$ cat config.mk
export PLATFORM = sky130hd
export DESIGN_NAME = uart_tx_arbiter
export DESIGN_NICKNAME = d
export VERILOG_FILES = /design/src/rtl/uart_pkg.sv /design/src/rtl/rr_pick.sv /design/src/rtl/uart_tx_arbiter.sv
export SDC_FILE = /design/constraint.sdc
export NUM_CORES = 1
export LEC_CHECK = 0
export ABC_AREA = 1
export CAP_MARGIN = 0
export CORE_MARGIN = 2
export CORE_UTILIZATION = 40
export DETAILED_ROUTE_END_ITERATION = 7
export GPL_ROUTABILITY_DRIVEN = 1
export HOLD_SLACK_MARGIN = 0.12
export PLACE_DENSITY = 0.72
export SLEW_MARGIN = 40
export SYNTH_ARGS = -nofsm -noshare
export SYNTH_HDL_FRONTEND = slang
export SYNTH_HIERARCHICAL = 1
export SYNTH_SLANG_ARGS = --single-unit
$ cat constraint.sdc
create_clock -name pclk_i -period 6.7 [get_ports pclk_i]
set_input_delay 1.005 -clock pclk_i [delete_from_list [all_inputs] [get_ports pclk_i]]
set_output_delay 1.005 -clock pclk_i [all_outputs]
set_load 0.02 [all_outputs]
$ cat src/rtl/uart_pkg.sv
// uart_pkg: shared constants and FSM state encoding for the uart_tx sharing logic.
package uart_pkg;
  localparam int BYTE_W = 8;
  localparam int ACC_TIMEOUT_DEF = 255;
  typedef enum logic [4:0] {
    IDLE  = 5'b00001,
    GRANT = 5'b00010,
    SEND  = 5'b00100,
    DRAIN = 5'b01000,
    DONE  = 5'b10000
  } arb_state_e;
endpackage

$ cat src/rtl/rr_pick.sv
// rr_pick: combinational round-robin picker, first set request at or above ptr with wrap.
module rr_pick #(
  parameter int N = 4,
  parameter int IW = $clog2(N)
) (
  input  logic [N-1:0]  req_i,
  input  logic [IW-1:0] ptr_i,
  output logic [N-1:0]  gnt_o,
  output logic [IW-1:0] idx_o
);
  always_comb begin
    logic [IW:0] s;
    logic [IW-1:0] j;
    logic hit;
    gnt_o = '0;
    idx_o = '0;
    hit = 1'b0;
    s = '0;
    j = '0;
    for (int i = 0; i < N; i++) begin
      s = {1'b0, ptr_i} + (IW+1)'(i);
      j = s >= (IW+1)'(N) ? IW'(s - (IW+1)'(N)) : IW'(s);
      if (!hit && req_i[j]) begin
        hit = 1'b1;
        gnt_o[j] = 1'b1;
        idx_o = j;
      end
    end
  end
endmodule

$ cat src/rtl/uart_tx_arbiter.sv
// uart_tx_arbiter: round-robin sharing of one uart_tx serializer with an acceptance timeout.
module uart_tx_arbiter
  import uart_pkg::*;
#(
  parameter int NREQ = 4,
  parameter int ACC_TIMEOUT = ACC_TIMEOUT_DEF,
  parameter int CW = 16
) (
  input  logic                   pclk_i,
  input  logic                   prst_n_i,
  input  logic [NREQ-1:0]        req_i,
  input  logic [BYTE_W*NREQ-1:0] req_data_i,
  output logic [NREQ-1:0]        ack_o,
  output logic [NREQ-1:0]        err_o,
  output logic [NREQ-1:0]        gnt_o,
  output logic [BYTE_W-1:0]      tx_pdata_o,
  output logic                   tx_pdata_valid_o,
  input  logic                   tx_pready_i,
  output logic                   busy_o
);
  localparam int IW = $clog2(NREQ);
  arb_state_e state_q, state_d;
  logic [IW-1:0] ptr_q, ptr_d, own_q, own_d, pick_idx;
  logic [CW-1:0] cnt_q, cnt_d, cnt_inc;
  logic [NREQ-1:0] gnt_q, gnt_d, ack_q, ack_d, err_q, err_d, pick_gnt;
  logic [BYTE_W-1:0] data_q, data_d;
  logic valid_q, valid_d, busy_q, busy_d;
  rr_pick #(.N(NREQ)) u_pick (
    .req_i(req_i),
    .ptr_i(ptr_q),
    .gnt_o(pick_gnt),
    .idx_o(pick_idx)
  );
  assign cnt_inc = cnt_q + 1'b1;
  always_comb begin
    state_d = state_q;
    ptr_d = ptr_q;
    own_d = own_q;
    cnt_d = cnt_q;
    gnt_d = gnt_q;
    ack_d = '0;
    err_d = '0;
    data_d = data_q;
    valid_d = valid_q;
    case (state_q)
      IDLE: if (tx_pready_i && |req_i) begin
        gnt_d = pick_gnt;
        own_d = pick_idx;
        data_d = req_data_i[{pick_idx, 3'b000} +: BYTE_W];
        state_d = GRANT;
      end
      GRANT: begin
        valid_d = 1'b1;
        state_d = SEND;
      end
      SEND: if (!tx_pready_i) begin
        valid_d = 1'b0;
        cnt_d = '0;
        state_d = DRAIN;
      end else if (cnt_inc == CW'(ACC_TIMEOUT)) begin
        valid_d = 1'b0;
        cnt_d = '0;
        err_d = gnt_q;
        state_d = DONE;
      end else begin
        cnt_d = cnt_inc;
      end
      DRAIN: if (tx_pready_i) begin
        ack_d = gnt_q;
        state_d = DONE;
      end
      DONE: begin
        gnt_d = '0;
        ptr_d = own_q == IW'(NREQ-1) ? '0 : own_q + 1'b1;
        state_d = IDLE;
      end
      default: state_d = IDLE;
    endcase
    busy_d = state_d != IDLE;
  end
  always_ff @(posedge pclk_i or negedge prst_n_i) begin
    if (!prst_n_i) begin
      state_q <= IDLE;
      ptr_q <= '0;
      own_q <= '0;
      cnt_q <= '0;
      gnt_q <= '0;
      ack_q <= '0;
      err_q <= '0;
      data_q <= '0;
      valid_q <= 1'b0;
      busy_q <= 1'b0;
    end else begin
      state_q <= state_d;
      ptr_q <= ptr_d;
      own_q <= own_d;
      cnt_q <= cnt_d;
      gnt_q <= gnt_d;
      ack_q <= ack_d;
      err_q <= err_d;
      data_q <= data_d;
      valid_q <= valid_d;
      busy_q <= busy_d;
    end
  end
  assign ack_o = ack_q;
  assign err_o = err_q;
  assign gnt_o = gnt_q;
  assign tx_pdata_o = data_q;
  assign tx_pdata_valid_o = valid_q;
  assign busy_o = busy_q;
endmodule
==> results of run 1 <==
## logic make-up (layout without fill, tap and decap cells)
family	count (synthesis)	after routing	share of synthesized area
XOR/XNOR	2	2	0.00817
adder cells (fa/ha/maj)	8	8	0.0327
flip-flops	47	47	0.384
AO/OA/AOI/OAI	51	51	0.0951
buffers and inverters	54	112	0.0755
AND/OR/NAND/NOR	254	254	0.401
multiplexers	1	1	0.00367
## cell type report
type / count / area (um2) / area share
Clock inverter: 3 / 46.3 / 0.0120
Multi-Input combinational cell: 316 / 1660 / 0.429
Tap cell: 99 / 124 / 0.0321
Sequential cell: 47 / 1180 / 0.305
Inverter: 42 / 176 / 0.0457
Clock buffer: 5 / 68.8 / 0.0178
Timing Repair Buffer: 62 / 608 / 0.158
## synthesized netlist by cell type (all sizes together)
cell	n	share of area
a21boi	4	0.0098
a21oi	8	0.016
a31oi	8	0.016
buf	3	0.0069
bufinv	1	0.0057
clkbuf	9	0.011
clkinv	2	0.0025
dfrtp	46	0.38
dfstp	1	0.0086
ha	8	0.033
inv	39	0.049
mux2	1	0.0037
nand2	109	0.16
nand3	46	0.084
nand3b	1	0.0025
nand4	14	0.029
nor2	76	0.11
nor3	2	0.0049
nor4	5	0.012
o21ai	29	0.049
o31ai	2	0.0049
or2	1	0.0020
xor2	2	0.0082
## registers in the layout, summed over array words and instances, names as in the netlist
name	flops
own_q	2
tx_pdata_valid_o	1
ack_o	4
cnt_q	16
state_q	5
busy_o	1
ptr_q	2
gnt_o	4
err_o	4
tx_pdata_o	8
## routing by layer
layer | global-route usage | vias up
met5 | 0 | -
met4 | 0.0379 | 0
met2 | 0.299 | 89
met1 | 0.232 | 1304
met3 | 0.0432 | 6
li1 | - | 1480
## critical path, cell delays in order
cell	delay (ns)
clkdlybuf4s50_1	0.47
inv_1	0.10
nand2_1	0.08
nand3_4	0.17
nand2_8	0.08
nor2_8	0.16
nand3_1	0.10
nand3_1	0.28
clkinv_1	0.35
nor2_1	0.19
o21ai_0	0.10
a31oi_1	0.17
## worst max-delay path by stage
stage                     start            end
floorplan              req_i[1]  tx_pdata_o[6]
global placement    tx_pready_i  tx_pdata_o[6]
detailed placement  tx_pready_i  tx_pdata_o[2]
CTS                 tx_pready_i  tx_pdata_o[6]
global route           req_i[2]  tx_pdata_o[0]
finish                 req_i[3]  tx_pdata_o[7]
## metrics by stage
step | instance area [um2] | cells
6_report | 3860 | 574
5_1_grt | 3860 | 574
4_1_cts | 3860 | 574
3_5_place_dp | 3750 | 566
3_3_place_gp | 3740 | 566
2_1_floorplan | 3060 | 417
## power breakdown
| part | total (mW) | leakage, nW | internal (mW) | switching, mW |
|---|---|---|---|---|
| clock | 0.209 | 0.0548 | 0.112 | 0.0964 |
| sequential | 0.487 | 0.590 | 0.384 | 0.103 |
| combinational | 0.585 | 1.10 | 0.231 | 0.354 |
==> reports/qor.txt, run 1 <==
RR Endpoint -> tx_pdata_o[7]
WL met2 -> 3.30 mm
Root Driver -> clkbuf_8
flops & latches, synth -> 47
Tot GR Track Use -> 0.178
WL met3 -> 544 um
Lkg Pwr -> 1.74 nW
max_slew headroom -> 0.607
Worst Skew -> 0.00430 ns
max-slew violations -> 0
clk_lat worst skew -> 0.30 ns
status -> finished clean
Hold Crit Depth -> 1
Power Total -> 1.28 mW
Post-CTS Setup Bufs -> 0
Max H-tree Level -> 2
post-cts resize count -> 0
Peak Freq -> 327 MHz
row cnt -> 31
part of the cycle the worst path needs -> 0.456
Core Area -> 7330 um2
number of vias per cell -> 5.02
nets -> 521
cts hold-fix bufs -> 0
Filler cells -> 712
initial antenna violation count -> 0
drt total wl -> 6.98 mm
Initial DRC Count -> 122
CTS tree -> yes
RSZ-0062 raised after global routing -> false
vias -> 2879
Fin Setup TNS -> 0 ns
reg-to-reg slack, setup -> 3.77 ns
DRT Pass-1 Iters -> 4
Hold Crit Start -> own_q[0]
gr ovfl total -> 0
reg2reg start -> ptr_q[0]
WP data required -> 6.92 ns
number of global-route vias before repair -> 2805
Die X -> 91.5 um
Mapped Nets -> 464
share of layout cells above drive strength 1 -> 0.103
commonest non-fill, non-tap cell in the layout -> nand2_1
critical path arrival -> 3.28 ns
Hold WS -> 0.516 ns
post-synthesis sequential area ratio -> 0.384
DRT antenna net count -> 0
power per cell area -> 332 nW/um2
CTS clock-pin slew for the worst setup and hold paths -> 0.08 ns
endpoints failing hold -> 0
IO Count -> 61
HP Class -> reg -> reg
Syn-to-layout area delta -> 25.8%
total of max-cap violations -> 0
setup violators final -> 0
crit end category -> flop
first-pass GRT wire length -> 12.4 mm
final worst path period need -> 3.05 ns
Slew @ Worst Pin -> 0.588 ns
Finished Core Util -> 0.526
Starting Density -> 0.418
CP max FO -> 9
Chip Height -> 91.5 um
largest net degree at the start of global routing -> 48
fin worst setup slack -> 3.65 ns
PortBufs -> 60
Routed wire per std cell -> 12.2 um
worst vdd ir -> 133 uV
Post-Synthesis Cells -> 417
gpl congestion -> 0.846
mapped cell area -> 3060 um2
Startpoint Class -> input pin
die area -> 8380 um2
top sig layer -> met4
Crit Path Category -> in -> reg
ANT cells -> 0
DR DRC count -> 0
commonest non-fill, non-tap cells in the layout -> 98 x nand2_1, 67 x nor2_1, 58 x clkdlybuf4s50_1
M1 wire length -> 3.09 mm
clock sink total -> 47
cell count of the worst reg-to-reg path -> 13
clk buf depth -> 2
DP HPWL -> 5.39 mm
Hold Path End -> ptr_q[0]
synthesized area per cell -> 7.35 um2
Netlist cell types -> 40
Synth warnings -> 6
dpl ws -> 3.24 ns
Num CTS Buffers -> 5
Power figures use the tool's default switching activity.
==> run 2, diff against run 1 <==
clock period = 2.9 ns   (was 6.7 ns; I/O delays follow)
==> reports/qor.txt, run 2 (synthesized netlist as in run 1, its figures left out) <==
Die X -> 91.5 um
HP Class -> in -> async
Starting Density -> 0.418
Routed wire per std cell -> 12.1 um
Slew @ Worst Pin -> 0.575 ns
max_slew headroom -> 0.617
Crit path largest cell delay -> 0.47 ns
gr ovfl total -> 0
Num CTS Buffers -> 5
dpl cells -> 568
dpl ws -> 0.260 ns
number of vias per cell -> 4.94
PortBufs -> 60
DR DRC count -> 0
setup violators final -> 0
initial antenna violation count -> 0
commonest non-fill, non-tap cells in the layout -> 98 x nand2_1, 67 x nor2_1, 59 x clkdlybuf4s50_1
IO Count -> 61
part of the cycle the worst path needs -> 0.870
post-layout instance area -> 3880 um2
Power Total -> 2.96 mW
row cnt -> 31
Largest register FFs -> 16
DRT Pass-1 Iters -> 4
die area -> 8380 um2
CTS tree -> yes
Root Driver -> clkbuf_8
clk buf depth -> 2
critical path's most frequent cell -> nand3_1
Max H-tree Level -> 2
Hold WS -> 0.132 ns
Reg with most FFs -> cnt_q
Initial DRC Count -> 164
Crit Path Category -> reg -> reg
worst vdd ir -> 329 uV
vias -> 2845
Peak Freq -> 396 MHz
DRT antenna net count -> 0
CTS clock-pin slew for the worst setup and hold paths -> 0.09 ns
number of global-route vias before repair -> 2795
slowest CP cell -> dfrtp_2
Fin Setup TNS -> 0 ns
Worst Skew -> 0.00634 ns
CP max FO -> 9
Filler cells -> 697
power per cell area -> 765 nW/um2
endpoints failing hold -> 0
DP HPWL -> 5.35 mm
Syn-to-layout area delta -> 26.5%
Core Area -> 7330 um2
Lkg Pwr -> 1.75 nW
critical path arrival -> 2.75 ns
Tot GR Track Use -> 0.178
nets -> 523
clk_lat worst skew -> 0.30 ns
status -> finished clean
share of layout cells above drive strength 1 -> 0.109
Finished Core Util -> 0.529
clock sink total -> 47
max-slew violations -> 0
final worst path period need -> 2.52 ns
commonest non-fill, non-tap cell in the layout -> nand2_1
Post-CTS Setup Bufs -> 0
total of max-cap violations -> 0
drt total wl -> 6.98 mm
Chip Height -> 91.5 um
critical-path cell list -> bufinv_8, ha_1, inv_1, nand3_1, nand2_1, nand3_1, nor2_1, nand2_1, nand3_1, clkinv_1, nor2_1, o21ai_0, a31oi_1
crit end category -> flop
gpl congestion -> 0.858
reg-to-reg slack, setup -> 0.38 ns
first-pass GRT wire length -> 12.5 mm
fin worst setup slack -> 0.377 ns
largest net degree at the start of global routing -> 48
WP data required -> 3.12 ns
Startpoint Class -> flop
Placed Area -> 3760 um2
ANT cells -> 0
Finished Layout Cells -> 576
RSZ-0062 raised after global routing -> false
[run 2: cell types whose count changed in the layout (fill, tap and decap cells not counted), sizes merged]
cell / before / now
buf: 4 / 5
clkdlybuf4s50: 58 / 59
clkinv: 2 / 4
clkinvlp: 1 / 0
inv: 40 / 39
[run 2: layer usage]
metal	track usage	part of all wire	vias up	routed length, um
li1	-	-	1481	-
met1	0.247	0.48	1282	3350
met2	0.288	0.46	75	3210
met3	0.0407	0.053	7	368
met4	0.0303	0.0073	0	51
met5	0	0	-	0
[run 2: layout make-up]
class	instances	area, um2	area share
inverter	42	176	0.0455
timing repair buffer	64	628	0.162
sequential	47	1180	0.304
clock inverter	3	43.8	0.0113
clock buffer	5	68.8	0.0178
multi-input combinational	316	1660	0.427
tap	99	124	0.0320
[run 2: worst max-delay path, delay by kind of cell (launching register included)]
| kind | cells | cell delay (ns) |
|---|---|---|
| compound gates | 2 | 0.28 |
| fa+ha+maj | 1 | 0.33 |
| buf+inv | 3 | 0.60 |
| flops | 1 | 0.47 |
| simple gates | 7 | 0.78 |
[run 2: power by group]
group | internal, mW | switching, mW | total (mW)
clock network | 0.257 | 0.226 | 0.482
logic | 0.540 | 0.814 | 1.35
registers | 0.887 | 0.241 | 1.13
[run 2: path summary, 6_finish.rpt]
check	start	end	cells past startpoint
max in group asynchronous	prst_n_i	ptr_q[1]	1
setup reg to reg	ptr_q[1]	tx_pdata_o[6]	13
min in group pclk_i	own_q[0]	ptr_q[0]	1
hold / removal	prst_n_i	gnt_o[2]	1
setup / recovery	ptr_q[1]	tx_pdata_o[6]	13
hold reg to reg	own_q[0]	ptr_q[0]	1
[run 2: repair_timing]
action	4_1_cts	5_1_grt
gates resized for setup	0	2
hold buffers	0	0
setup endpoints to repair	0	8
